--- src/rtl/multicycle_control_fsm_pkg.sv ---
// Shared control encodings for the multicycle RV32I core: opcodes, state codes,
// datapath mux selects and the Moore control word carried by each FSM state.
package multicycle_control_fsm_pkg;

    localparam logic [6:0] OP_LW  = 7'b0000011;
    localparam logic [6:0] OP_SW  = 7'b0100011;
    localparam logic [6:0] OP_R   = 7'b0110011;
    localparam logic [6:0] OP_I   = 7'b0010011;
    localparam logic [6:0] OP_BR  = 7'b1100011;
    localparam logic [6:0] OP_JAL = 7'b1101111;

    localparam logic [3:0] S_FETCH    = 4'd0;
    localparam logic [3:0] S_DECODE   = 4'd1;
    localparam logic [3:0] S_MEMADR   = 4'd2;
    localparam logic [3:0] S_MEMREAD  = 4'd3;
    localparam logic [3:0] S_MEMWB    = 4'd4;
    localparam logic [3:0] S_MEMWRITE = 4'd5;
    localparam logic [3:0] S_EXECUTER = 4'd6;
    localparam logic [3:0] S_EXECUTEI = 4'd7;
    localparam logic [3:0] S_ALUWB    = 4'd8;
    localparam logic [3:0] S_BEQ      = 4'd9;
    localparam logic [3:0] S_JAL      = 4'd10;
    localparam logic [3:0] S_BNE      = 4'd11;

    localparam logic [1:0] ALUOP_ADD   = 2'b00;
    localparam logic [1:0] ALUOP_SUB   = 2'b01;
    localparam logic [1:0] ALUOP_FUNCT = 2'b10;

    localparam logic [1:0] IMM_I = 2'b00;
    localparam logic [1:0] IMM_S = 2'b01;
    localparam logic [1:0] IMM_B = 2'b10;
    localparam logic [1:0] IMM_J = 2'b11;

    localparam logic [1:0] RES_ALUOUT    = 2'b00;
    localparam logic [1:0] RES_DATA      = 2'b01;
    localparam logic [1:0] RES_ALURESULT = 2'b10;

    localparam logic [1:0] SRCA_PC    = 2'b00;
    localparam logic [1:0] SRCA_OLDPC = 2'b01;
    localparam logic [1:0] SRCA_RD1   = 2'b10;

    localparam logic [1:0] SRCB_RD2  = 2'b00;
    localparam logic [1:0] SRCB_IMM  = 2'b01;
    localparam logic [1:0] SRCB_FOUR = 2'b10;

    localparam logic [2:0] ALU_ADD = 3'b000;
    localparam logic [2:0] ALU_SUB = 3'b001;
    localparam logic [2:0] ALU_AND = 3'b010;
    localparam logic [2:0] ALU_OR  = 3'b011;
    localparam logic [2:0] ALU_SLT = 3'b101;

    typedef struct packed {
        logic       pc_update;
        logic       branch;
        logic       branch_ne;
        logic       adr_src;
        logic       mem_write;
        logic       ir_write;
        logic       reg_write;
        logic [1:0] result_src;
        logic [1:0] alu_src_a;
        logic [1:0] alu_src_b;
        logic [1:0] alu_op;
    } ctrl_t;

    function automatic logic [1:0] imm_src_of(input logic [6:0] op);
        case (op)
            OP_SW:   return IMM_S;
            OP_BR:   return IMM_B;
            OP_JAL:  return IMM_J;
            default: return IMM_I;
        endcase
    endfunction

endpackage

--- src/rtl/multicycle_control_fsm_alu_decoder.sv ---
// ALU decoder: maps ALUOp plus instruction function fields onto ALUControl.
module alu_decoder
    import multicycle_control_fsm_pkg::*;
(
    input  logic [1:0] i_alu_op,
    input  logic [2:0] i_funct3,
    input  logic       i_op5,
    input  logic       i_funct7b5,
    output logic [2:0] o_alu_control
);

    always_comb begin
        o_alu_control = ALU_ADD;
        case (i_alu_op)
            ALUOP_SUB: o_alu_control = ALU_SUB;
            ALUOP_FUNCT: begin
                case (i_funct3)
                    // Only R-type has funct7 meaning; addi with imm[10]=1 stays add.
                    3'b000:  o_alu_control = (i_op5 & i_funct7b5) ? ALU_SUB : ALU_ADD;
                    3'b010:  o_alu_control = ALU_SLT;
                    3'b110:  o_alu_control = ALU_OR;
                    3'b111:  o_alu_control = ALU_AND;
                    default: o_alu_control = ALU_ADD;
                endcase
            end
            default: o_alu_control = ALU_ADD;
        endcase
    end

endmodule

--- src/rtl/multicycle_control_fsm.sv ---
// Multicycle RV32I main controller: Moore FSM sequencing FETCH..WB, ImmSrc decode,
// ALU decoder. Define RV_BNE_EN to add the BNE state (funct3=001 branches).
module multicycle_control_fsm
    import multicycle_control_fsm_pkg::*;
#(
    parameter int STATE_W = 4
) (
    input  logic       clk,
    input  logic       reset,
    input  logic [6:0] op,
    input  logic [2:0] funct3,
    input  logic       funct7b5,
    input  logic       Zero,
    output logic       PCWrite,
    output logic       AdrSrc,
    output logic       MemWrite,
    output logic       IRWrite,
    output logic [1:0] ResultSrc,
    output logic [1:0] ALUSrcA,
    output logic [1:0] ALUSrcB,
    output logic [2:0] ALUControl,
    output logic [1:0] ImmSrc,
    output logic       RegWrite
);

    logic [STATE_W-1:0] r_state;
    logic [STATE_W-1:0] w_state_next;
    ctrl_t              w_ctrl;

    always_ff @(posedge clk) begin
        if (reset) r_state <= STATE_W'(S_FETCH);
        else       r_state <= w_state_next;
    end

    always_comb begin
        w_state_next = STATE_W'(S_FETCH);
        case (r_state)
            S_FETCH: w_state_next = STATE_W'(S_DECODE);
            S_DECODE: begin
                case (op)
                    OP_LW, OP_SW: w_state_next = STATE_W'(S_MEMADR);
                    OP_R:         w_state_next = STATE_W'(S_EXECUTER);
                    OP_I:         w_state_next = STATE_W'(S_EXECUTEI);
                    OP_JAL:       w_state_next = STATE_W'(S_JAL);
`ifdef RV_BNE_EN
                    OP_BR: begin
                        if (funct3 == 3'b000)      w_state_next = STATE_W'(S_BEQ);
                        else if (funct3 == 3'b001) w_state_next = STATE_W'(S_BNE);
                        else                       w_state_next = STATE_W'(S_FETCH);
                    end
`else
                    OP_BR:        w_state_next = STATE_W'(S_BEQ);
`endif
                    default:      w_state_next = STATE_W'(S_FETCH);
                endcase
            end
            S_MEMADR:   w_state_next = (op == OP_SW) ? STATE_W'(S_MEMWRITE) : STATE_W'(S_MEMREAD);
            S_MEMREAD:  w_state_next = STATE_W'(S_MEMWB);
            S_EXECUTER: w_state_next = STATE_W'(S_ALUWB);
            S_EXECUTEI: w_state_next = STATE_W'(S_ALUWB);
            S_JAL:      w_state_next = STATE_W'(S_ALUWB);
            default:    w_state_next = STATE_W'(S_FETCH);
        endcase
    end

    // Reset overrides the state so the datapath sees FETCH selects with all writes off.
    always_comb begin
        w_ctrl = '0;
        if (reset) begin
            w_ctrl.alu_src_b  = SRCB_FOUR;
            w_ctrl.result_src = RES_ALURESULT;
        end else begin
            case (r_state)
                S_FETCH: begin
                    w_ctrl.ir_write   = 1'b1;
                    w_ctrl.pc_update  = 1'b1;
                    w_ctrl.alu_src_a  = SRCA_PC;
                    w_ctrl.alu_src_b  = SRCB_FOUR;
                    w_ctrl.result_src = RES_ALURESULT;
                end
                S_DECODE: begin
                    w_ctrl.alu_src_a = SRCA_OLDPC;
                    w_ctrl.alu_src_b = SRCB_IMM;
                end
                S_MEMADR, S_EXECUTEI: begin
                    w_ctrl.alu_src_a = SRCA_RD1;
                    w_ctrl.alu_src_b = SRCB_IMM;
                    w_ctrl.alu_op    = (r_state == STATE_W'(S_EXECUTEI)) ? ALUOP_FUNCT : ALUOP_ADD;
                end
                S_MEMREAD: begin
                    w_ctrl.result_src = RES_ALUOUT;
                    w_ctrl.adr_src    = 1'b1;
                end
                S_MEMWB: begin
                    w_ctrl.result_src = RES_DATA;
                    w_ctrl.reg_write  = 1'b1;
                end
                S_MEMWRITE: begin
                    w_ctrl.result_src = RES_ALUOUT;
                    w_ctrl.adr_src    = 1'b1;
                    w_ctrl.mem_write  = 1'b1;
                end
                S_EXECUTER: begin
                    w_ctrl.alu_src_a = SRCA_RD1;
                    w_ctrl.alu_src_b = SRCB_RD2;
                    w_ctrl.alu_op    = ALUOP_FUNCT;
                end
                S_ALUWB: begin
                    w_ctrl.result_src = RES_ALUOUT;
                    w_ctrl.reg_write  = 1'b1;
                end
                S_BEQ: begin
                    w_ctrl.alu_src_a  = SRCA_RD1;
                    w_ctrl.alu_src_b  = SRCB_RD2;
                    w_ctrl.alu_op     = ALUOP_SUB;
                    w_ctrl.result_src = RES_ALUOUT;
                    w_ctrl.branch     = 1'b1;
                end
`ifdef RV_BNE_EN
                S_BNE: begin
                    w_ctrl.alu_src_a  = SRCA_RD1;
                    w_ctrl.alu_src_b  = SRCB_RD2;
                    w_ctrl.alu_op     = ALUOP_SUB;
                    w_ctrl.result_src = RES_ALUOUT;
                    w_ctrl.branch_ne  = 1'b1;
                end
`endif
                S_JAL: begin
                    w_ctrl.alu_src_a  = SRCA_OLDPC;
                    w_ctrl.alu_src_b  = SRCB_FOUR;
                    w_ctrl.result_src = RES_ALUOUT;
                    w_ctrl.pc_update  = 1'b1;
                end
                default: w_ctrl = '0;
            endcase
        end
    end

    assign PCWrite   = w_ctrl.pc_update | (w_ctrl.branch & Zero) | (w_ctrl.branch_ne & ~Zero);
    assign AdrSrc    = w_ctrl.adr_src;
    assign MemWrite  = w_ctrl.mem_write;
    assign IRWrite   = w_ctrl.ir_write;
    assign RegWrite  = w_ctrl.reg_write;
    assign ResultSrc = w_ctrl.result_src;
    assign ALUSrcA   = w_ctrl.alu_src_a;
    assign ALUSrcB   = w_ctrl.alu_src_b;
    assign ImmSrc    = imm_src_of(op);

    alu_decoder u_alu_decoder (
        .i_alu_op      (w_ctrl.alu_op),
        .i_funct3      (funct3),
        .i_op5         (op[5]),
        .i_funct7b5    (funct7b5),
        .o_alu_control (ALUControl)
    );

endmodule

--- config.mk ---
export PLATFORM = sky130hd
export DESIGN_NAME = multicycle_control_fsm
export DESIGN_NICKNAME = d
export VERILOG_FILES = /design/src/rtl/multicycle_control_fsm_pkg.sv /design/src/rtl/multicycle_control_fsm_alu_decoder.sv /design/src/rtl/multicycle_control_fsm.sv
export SDC_FILE = /design/constraint.sdc
export NUM_CORES = 1
export LEC_CHECK = 0
export CAP_MARGIN = 0
export CORE_MARGIN = 4
export CORE_UTILIZATION = 45
export CTS_BUF_LIST = sky130_fd_sc_hd__clkbuf_2 sky130_fd_sc_hd__clkbuf_4 sky130_fd_sc_hd__clkbuf_8
export DETAILED_ROUTE_END_ITERATION = 12
export PLACE_DENSITY = 0.85
export SYNTH_ARGS = -nofsm -noshare
export SYNTH_HDL_FRONTEND = slang
export SYNTH_HIERARCHICAL = 1
export SYNTH_SLANG_ARGS = --single-unit
--- constraint.sdc ---
create_clock -name clk -period 2.96 [get_ports clk]
set_input_delay 0.444 -clock clk [delete_from_list [all_inputs] [get_ports clk]]
set_output_delay 0.444 -clock clk [all_outputs]
set_load 0.02 [all_outputs]
* After elaboration in Yosys (flattened, before gate mapping)
Cells that the tools add are included.
W data, S select, Z words.
** Cells by class
- Shift-type cells :: 0
- Divide/modulo/power cells :: 0
- $lt $le $gt $ge :: 0
- Muxes and demuxes :: 22
- $mul :: 0
- Reduce and logical (&&, ||, !) cells :: 9
- Add/sub/neg operators :: 0
- Eq/ne operators :: 21
- Bitwise gates (word level) :: 6
** Operators by type and width (count)
- $pmux W4 S5 :: 3
- $eq A4 B3 Y1 const B :: 4
- $eq A7 B6 Y1 const B :: 2
- $eq A7 B7 Y1 const B :: 2
- $eq A4 B4 Y1 const B :: 3
- $pmux W2 S3 :: 2
- $pmux W3 S4 :: 1
- $reduce_or A2 Y1 :: 6
- $mux W2 :: 5
- $eq A4 B2 Y1 const B :: 2
- $eq A7 B2 Y1 const B :: 1
- $eq A7 B5 Y1 const B :: 1
- $mux W1 :: 7
- $mux W7 :: 1
- $eq A3 B3 Y1 const B :: 2
- $pmux W3 S2 :: 1
- $eq A4 B1 Y1 const B :: 1
- $logic_not A4 Y1 :: 1
- $pmux W2 S2 :: 1
- $and A1 B1 Y1 :: 3
- $eq A3 B2 Y1 const B :: 1
- $logic_not A3 Y1 :: 1
- $mux W3 :: 1
- $reduce_or A3 Y1 :: 1
- 4 further kinds :: 5
** Storage, ports and cells
- Memories kept :: 0
- Register bits :: 4
- Output and inout port bits :: 16
- Bits in writable memories :: 0
- Word-level logic and storage cells :: 59
- Input port bits :: 14
- Bits in latches :: 0
- Bits in read-only memories :: 0

* Logic depth before layout (Yosys ltp)
Gate-level depths: netlist of run 1.
- Depth after elaboration :: 7
- Gate-level depth with buffers :: 7
- Depth with buffers taken out :: 6

* Cells and area by module
The synthesis of run 1 kept the hierarchy.
** Modules (own cells, without submodules)
- multicycle_control_fsm :: seq. area each 80.1 um^2, area an instance 583.1 um^2, instances 1, cells each 78
- alu_decoder :: seq. area each 0.0 um^2, area an instance 96.3 um^2, instances 1, cells each 11

* Least setup slack after synthesis of run 1
Ideal clock, no wire load.
- Path kind :: input -> output
- Start point :: input port reset
- End point :: output port ALUControl[2]
- Slack :: 0.358 ns
- Path buffers :: 1
- Stages :: 5
- Data arrival time :: 2.158 ns
- Data required time :: 2.516 ns
- Cells stage by stage :: clkbuf_1 -> nor4_1 -> inv_1 -> ha_1 -> nor4b_1
** RTL lines
- from (decl) :: RTL line multicycle_control_fsm.sv:9 : input logic reset,
- to (decl) :: RTL line multicycle_control_fsm.sv:21 : output logic [2:0] ALUControl,

==> results of run 1 <==
## metrics by stage
stage,setup WS (ns),hold WS [ns]
2_1_floorplan,0.358,0.598
3_3_place_gp,-0.0903,0.677
3_5_place_dp,-0.198,0.683
4_1_cts,0.170,0.694
5_1_grt,0.00435,0.737
6_report,0.208,0.699
## path summary, 6_finish.rpt
path	slack (ns)	to	cells after the start	start
max	0.21	ALUControl[2]	7	reset
min reg2reg	0.70	r_state[2]	3	r_state[0]
max reg2reg	1.57	r_state[1]	4	r_state[3]
min	0.70	r_state[2]	3	r_state[0]
## synthesized netlist by cell type, drive strengths merged
library cell  instances
xor2                  1
nor3b                 3
and3b                 1
nor4b                 2
inv                   6
nand3                 1
nand2                 2
a221oi                2
nand2b                4
mux2                  1
xnor2                 2
or3                   2
buf                  11
a31o                  1
and3                  4
and4b                 2
or2b                  1
a2bb2oi               1
clkbuf                1
a2111o                1
o21ai                 2
dfxtp                 4
nor3                  5
nand3b                1
o21bai                3
a21oi                 1
ha                    2
o21a                  1
nor2b                 3
o2111ai               1
nor2                  6
and2                  1
a31oi                 3
a2111oi               2
nand4b                1
nor4                  2
nand4                 2
## cells by family after synthesis
kind of cell / after synthesis / synth area share [%]
muxes: 1 / 1.66
adders and majority gates: 2 / 3.68
and+or+nand+nor: 43 / 41.6
xor gates and xnor gates: 3 / 3.87
AOI/OAI and AO/OA: 18 / 22.5
buffers and inverters: 18 / 14.9
DFF: 4 / 11.8
## worst max-delay path, delay by kind of cell
family        cells  cell delay, ns
simple gates      3            0.51
fa+ha+maj         1            0.31
buf+inv           3            1.03
## layer usage
| layer | vias up | wire length [um] | share of wire, % | track usage, % |
|---|---|---|---|---|
| met1 | 362 | 778 | 40 | 24.7 |
| met4 | 0 | 25 | 1.3 | 3.87 |
| met5 | - | 0 | 0 | 0 |
| li1 | 387 | - | - | - |
| met2 | 35 | 971 | 50 | 35.0 |
| met3 | 4 | 166 | 8.5 | 5.36 |
## area by class of cell
| class | count | area (um2) | area share, % |
|---|---|---|---|
| Clock buffer | 3 | 22.5 | 2.25 |
| Sequential cell | 4 | 80.1 | 7.99 |
| Multi-Input combinational cell | 67 | 504 | 50.3 |
| Timing Repair Buffer | 38 | 354 | 35.3 |
| Tap cell | 15 | 18.8 | 1.87 |
| Inverter | 6 | 22.5 | 2.25 |
## timing repair
item                       4_1_cts  5_1_grt
setup endpoints to repair        3        1
hold buffers                     0        0
resized for setup                4        2
## power by group through the flow
stage               logic [mW]  registers [mW]  clock network, mW
finish                  0.0832          0.0563             0.0713
global route            0.0904          0.0564             0.0792
CTS                     0.0832          0.0563             0.0744
detailed placement      0.0825          0.0570                  0
global placement        0.0809          0.0570                  0
floorplan               0.0435          0.0579                  0
==> metrics.md, run 1 <==
| Metric | Value |
|---|---|
| Status | `finished clean` |
| Synth Net Count | `105` |
| First-pass GRT wire length | `3.24 mm` |
| Max Clk Rate | `363 MHz` |
| DP Cell Count | `130` |
| FP Rows | `13` |
| Number of unique standard cell types used by synthesis | `43` |
| Total inserted antenna cells | `0` |
| Relative slew slack | `74.9%` |
| Max Clock Skew | `0.00275 ns` |
| Sum of negative setup slack | `0 ns` |
| GPL Wtd Cong | `0.811` |
| Die area | `2200 um2` |
| TritonCTS clock tree | `yes` |
| Clock latency of the later-clocked register in the worst-skew pair | `0.24 ns` |
| Overall overflow remaining after global route | `0` |
| Nets@finish | `136` |
| Most common library cell in the layout ignoring fill and taps | `clkdlybuf4s50_1` |
| Combinational share of power | `39.5%` |
| Max FFs per register | `4` |
| Iteration count of the initial detailed-routing pass | `4` |
| Dominant cells by area after synthesis | `dfxtp_1 12%, buf_4 8.8%, a221oi_2 4.4%, and3_1 3.7%, ha_1 3.7%` |
| Final setup violation count | `0` |
| CTS H-tree depth | `1` |
| Total Power Consumption | `0.211 mW` |
| Element type at the critical path end | `output port` |
| Register share of total power | `26.7%` |
| Summed area of non-filler cells in the final layout | `1000 um2` |
| Count of warnings emitted by yosys | `6` |
| WL per Instance | `14.6 um` |
| Clock buffer depth | `2` |
| Total of fill cells in the finished design | `113` |
| Number of buffers inserted during clock tree synthesis | `3` |
| Regs by FF count | `r_state: 4 flops` |
| Most flop-heavy register | `r_state` |
| Least-Margin Pin Slew | `0.367 ns` |
| CTS root buffer | `clkbuf_4` |
| Path class of the lowest-slack min-delay path | `register to register` |
| Placed Area | `977 um2` |
| Core Region | `1370 um2` |
| Largest net degree at the start of global routing | `18` |
| Synthesized instance count | `89` |
| Final Hold Fails | `0` |
| Detailed Place HPWL | `1.50 mm` |
| Post-DRT Antenna Nets | `0` |
| Post-synthesis area per instance | `7.63 um2` |
| Critical path data arrival time | `2.31 ns` |
| IR Drop Worst-Case VDD | `0.238 mV` |
| Iteration-0 DRC Markers | `16` |
| Proportion of power drawn by the clock network | `33.8%` |
| Cell taking the most area after synthesis | `dfxtp_1` |
| Via density per instance | `5.92` |
| Delay of the slowest cell on the worst path | `0.52 ns` |
| RSZ-0062 raised after global routing | `no` |
| Crit Path Category | `input pin to output port` |
| Starting utilization of the core area | `49.7%` |
| Post-CTS Setup Repair Bufs | `0` |
| Number of cells in the finished layout apart from fillers | `133` |
| Switching power of the nets | `0.0648 mW` |
| Cells traversed along the worst timing path | `clkdlybuf4s50_1, buf_4, nor2_1, and3_1, ha_1, nor4b_1, dlygate4sd1_1` |
| Growth of design area from synthesis to finish | `47.5%` |
| Die X | `46.9 um` |
| Seq/Total Area, Yosys | `11.8%` |
| Total power per unit cell area | `210 nW/um2` |
| Most frequent cells in the layout | `26 x clkdlybuf4s50_1, 9 x buf_4, 6 x nor2_1, 6 x inv_1, 5 x nor3_1` |
| Leakage | `0.387 nW` |
| Final period utilization | `93.0%` |
| Fin crit period | `2.75 ns` |
| Pins over their slew limit | `0` |
| Post-layout utilization of the core | `73.4%` |
| #FFs+latches synth | `4` |
| Switching share of total power | `30.7%` |
| Boundary Pins | `30` |
| Summed instance area of the synthesized netlist | `679 um2` |
| Ratio of cells with drive above 1 in the final layout | `17.8%` |
| Global Route Usage Sum | `20.0%` |
| Wirelength, routed | `1.94 mm` |
| Remaining design rule violation count | `0` |
| Count of buffers from port buffering | `29` |
| Worst-path fanout max | `5` |
| Clock sink count | `4` |
| Worst-path cell with the longest stage delay | `clkdlybuf4s50_1` |
| Clk pin slew, worst setup/hold paths | `0.04 ns` |
| WP data required | `2.52 ns` |
| Type of element launching the critical path | `input pin` |
| Total via count after detailed routing | `788` |
| Internal Pwr Total | `0.146 mW` |
| Vertical extent of the die | `46.9 um` |
| Share of the synthesized area in the top cell type | `11.8%` |
| Max-cap violation count | `0` |
| Number of antenna violations at the first check in global routing | `0` |
| Via count of the first global-routing pass | `741` |
(Power assumes the default switching activity.)
==> inputs of run 2 (changes only) <==
Settings changed: GPL_TIMING_DRIVEN set to 1.
==> results of run 2 <==
Same layout as run 1: the final DEF is identical, and so are final timing and power.
==> inputs of run 3 (changes only) <==
==> constraint.sdc (replaced) <==
create_clock -name clk -period 2.96 [get_ports clk]
set_input_delay 0.444 -clock clk [delete_from_list [all_inputs] [get_ports clk]]
set_output_delay 0.444 -clock clk [all_outputs]
set_load 0.1 [all_outputs]
==> run 3 against run 2 <==
Compared with the run above: sequential power barely moved; register-to-register slack got worse by 0.06 ns; setup slack worse by 0.025 ns; critical path depth fell by 1.
==> metrics.md, run 3 (synthesis gave the netlist of run 1 again) <==
| Metric | Value |
|---|---|
| Status | `finished clean` |
| R2R cell count | `4 (unchanged)` |
| Remaining design rule violation count | `0 (unchanged)` |
| Cell depth of the worst hold path | `3 (unchanged)` |
| Least-Margin Pin Slew | `0.474 ns (+0.107 ns)` |
| Clk pin slew, worst setup/hold paths | `0.03 ns (about the same)` |
| Max-cap violation count | `0 (unchanged)` |
| CTS H-tree depth | `1 (unchanged)` |
| Max FFs per register | `4 (unchanged)` |
| Iteration-0 DRC Markers | `18 (+2)` |
| Path class of the lowest-slack min-delay path | `register to register` |
| Final Hold Fails | `0 (unchanged)` |
| Via density per instance | `6.06 (+2.3%)` |
| Number of antenna violations at the first check in global routing | `0 (unchanged)` |
| Setup slack of the critical path after layout | `0.183 ns (-0.0249 ns)` |
| FP Rows | `13 (unchanged)` |
| WP data required | `2.52 ns (about the same)` |
| Element type at the critical path end | `output port` |
| Sum of buffers and inverters on the critical path | `3 (unchanged)` |
| Iteration count of the initial detailed-routing pass | `4 (unchanged)` |
| Core Region | `1370 um2 (unchanged)` |
| Most common library cell in the layout ignoring fill and taps | `buf_12` |
| Nets@finish | `133 (-2.2%)` |
| Cells traversed along the worst timing path | `clkdlybuf4s50_1, nor4_1, inv_1, ha_1, nor4b_4, buf_12` |
| GPL Wtd Cong | `0.824 (+1.6%)` |
| Vertical extent of the die | `46.9 um (unchanged)` |
| Depth of the critical timing path with buffers and inverters included | `6 (-1)` |
| Flop2flop setup slack | `1.51 ns (-0.06 ns)` |
| Delay of the slowest cell on the worst path | `0.45 ns (-0.07 ns)` |
| Clock sink count | `4 (unchanged)` |
| Most flop-heavy register | `r_state` |
| TritonCTS clock tree | `yes` |
| Most frequent cells in the layout | `15 x buf_12, 13 x clkdlybuf4s50_1, 7 x buf_4` |
| Max Clock Skew | `0.000438 ns (-0.00231 ns)` |
| Starting utilization of the core area | `49.7% (unchanged)` |
| Type of element launching the critical path | `input pin` |
| Final setup violation count | `0 (unchanged)` |
| Count of buffers from port buffering | `29 (unchanged)` |
| Wirelength, routed | `1.89 mm (-3.0%)` |
| Boundary Pins | `30 (unchanged)` |
| Ratio of cells with drive above 1 in the final layout | `33.0% (+15 points)` |
| Total power per unit cell area | `221 nW/um2 (+5.1%)` |
| Fin crit period | `2.78 ns (+0.0249 ns)` |
| Pins over their slew limit | `0 (unchanged)` |
| Largest net degree at the start of global routing | `17 (-1)` |
| Number of buffers inserted during clock tree synthesis | `3 (unchanged)` |
| Die area | `2200 um2 (unchanged)` |
| Relative slew slack | `67.6% (-7.3 points)` |
| Detailed Place HPWL | `1.51 mm (+0.61%)` |
| Regs by FF count | `r_state: 4 flops` |
| Total Power Consumption | `0.260 mW (+23%)` |
| Growth of design area from synthesis to finish | `72.7%` |
| Total via count after detailed routing | `788 (unchanged)` |
| Max Clk Rate | `360 MHz (-0.90%)` |
| Total inserted antenna cells | `0 (unchanged)` |
| Worst slack at placement | `0.185 ns (+0.382 ns)` |
| Crit Path Category | `input pin to output port` |
| Clock buffer depth | `2 (unchanged)` |
| CTS root buffer | `clkbuf_4` |
| Overall overflow remaining after global route | `0 (unchanged)` |
| Worst-path cell with the longest stage delay | `clkdlybuf4s50_1` |
| WL per Instance | `14.5 um (-0.75%)` |
| Via count of the first global-routing pass | `746 (+0.67%)` |
| Category of cells accounting for the largest share of critical-path delay | `buffers and inverters` |
| RSZ-0062 raised after global routing | `no` |
| Sum of negative setup slack | `0 ns (unchanged)` |
| IR Drop Worst-Case VDD | `0.217 mV (-9.0%)` |
| Critical path data arrival time | `2.33 ns (+0.02 ns)` |
| Final period utilization | `93.8% (+0.84 points)` |
| Global Route Usage Sum | `20.2% (+0.19 points)` |
| Post-layout utilization of the core | `85.9% (+13 points)` |
| Post-DRT Antenna Nets | `0 (unchanged)` |
| Clock latency of the later-clocked register in the worst-skew pair | `0.23 ns (about the same)` |
| Worst-path fanout max | `3 (-2)` |
| Gates resized, CTS repair | `0 (-4)` |
| Die X | `46.9 um (unchanged)` |
| Leakage | `0.455 nW (+18%)` |
| First-pass GRT wire length | `3.17 mm (-1.9%)` |
| Count of hold buffers inserted by post-cts repair | `0 (unchanged)` |
| Post-CTS Setup Repair Bufs | `0 (unchanged)` |
## run 3: path summary, 6_finish.rpt
path | startpoint | to
worst max-delay path | reset | ALUControl[2]
worst min-delay path | r_state[3] | r_state[0]
worst max register to register | r_state[1] | r_state[0]
worst min register to register | r_state[3] | r_state[0]
## run 3: layer usage
metal / GRT usage, % / up-vias / routed length [um]
met5: 0 / - / 0
met4: 11.6 / 0 / 34
met2: 32.5 / 30 / 954
li1: - / 376 / -
met1: 26.0 / 378 / 779
met3: 2.30 / 4 / 116
## run 3: worst min-delay path: cells and delay by family (launching register included)
kind	cells	cell delay, ns
AO/OA/AOI/OAI	2	0.24
buffers and inverters	1	0.07
flip-flops	1	0.31
## run 3: power breakdown
part / switching [mW] / internal, mW / total [mW]
Sequential: 0.000986 / 0.0556 / 0.0566
Clock: 0.0205 / 0.0452 / 0.0657
Combinational: 0.0796 / 0.0577 / 0.137
## run 3: area by class of cell
cell class	instances	area [um2]
multi-input cells	67	547
clock buffers	3	22.5
repair buffers	35	483
flip-flops and latches	4	80.1
well taps	15	18.8
inverters	6	22.5
fillers	71	193
## run 3: through the flow
stage | hold slack, ns | cell area (um2) | cells
floorplan | 0.598 | 728 | 89
global placement | 0.664 | 1150 | 127
detailed placement | 0.676 | 1150 | 127
CTS | 0.681 | 1170 | 130
global route | 0.720 | 1170 | 130
finish | 0.670 | 1170 | 130
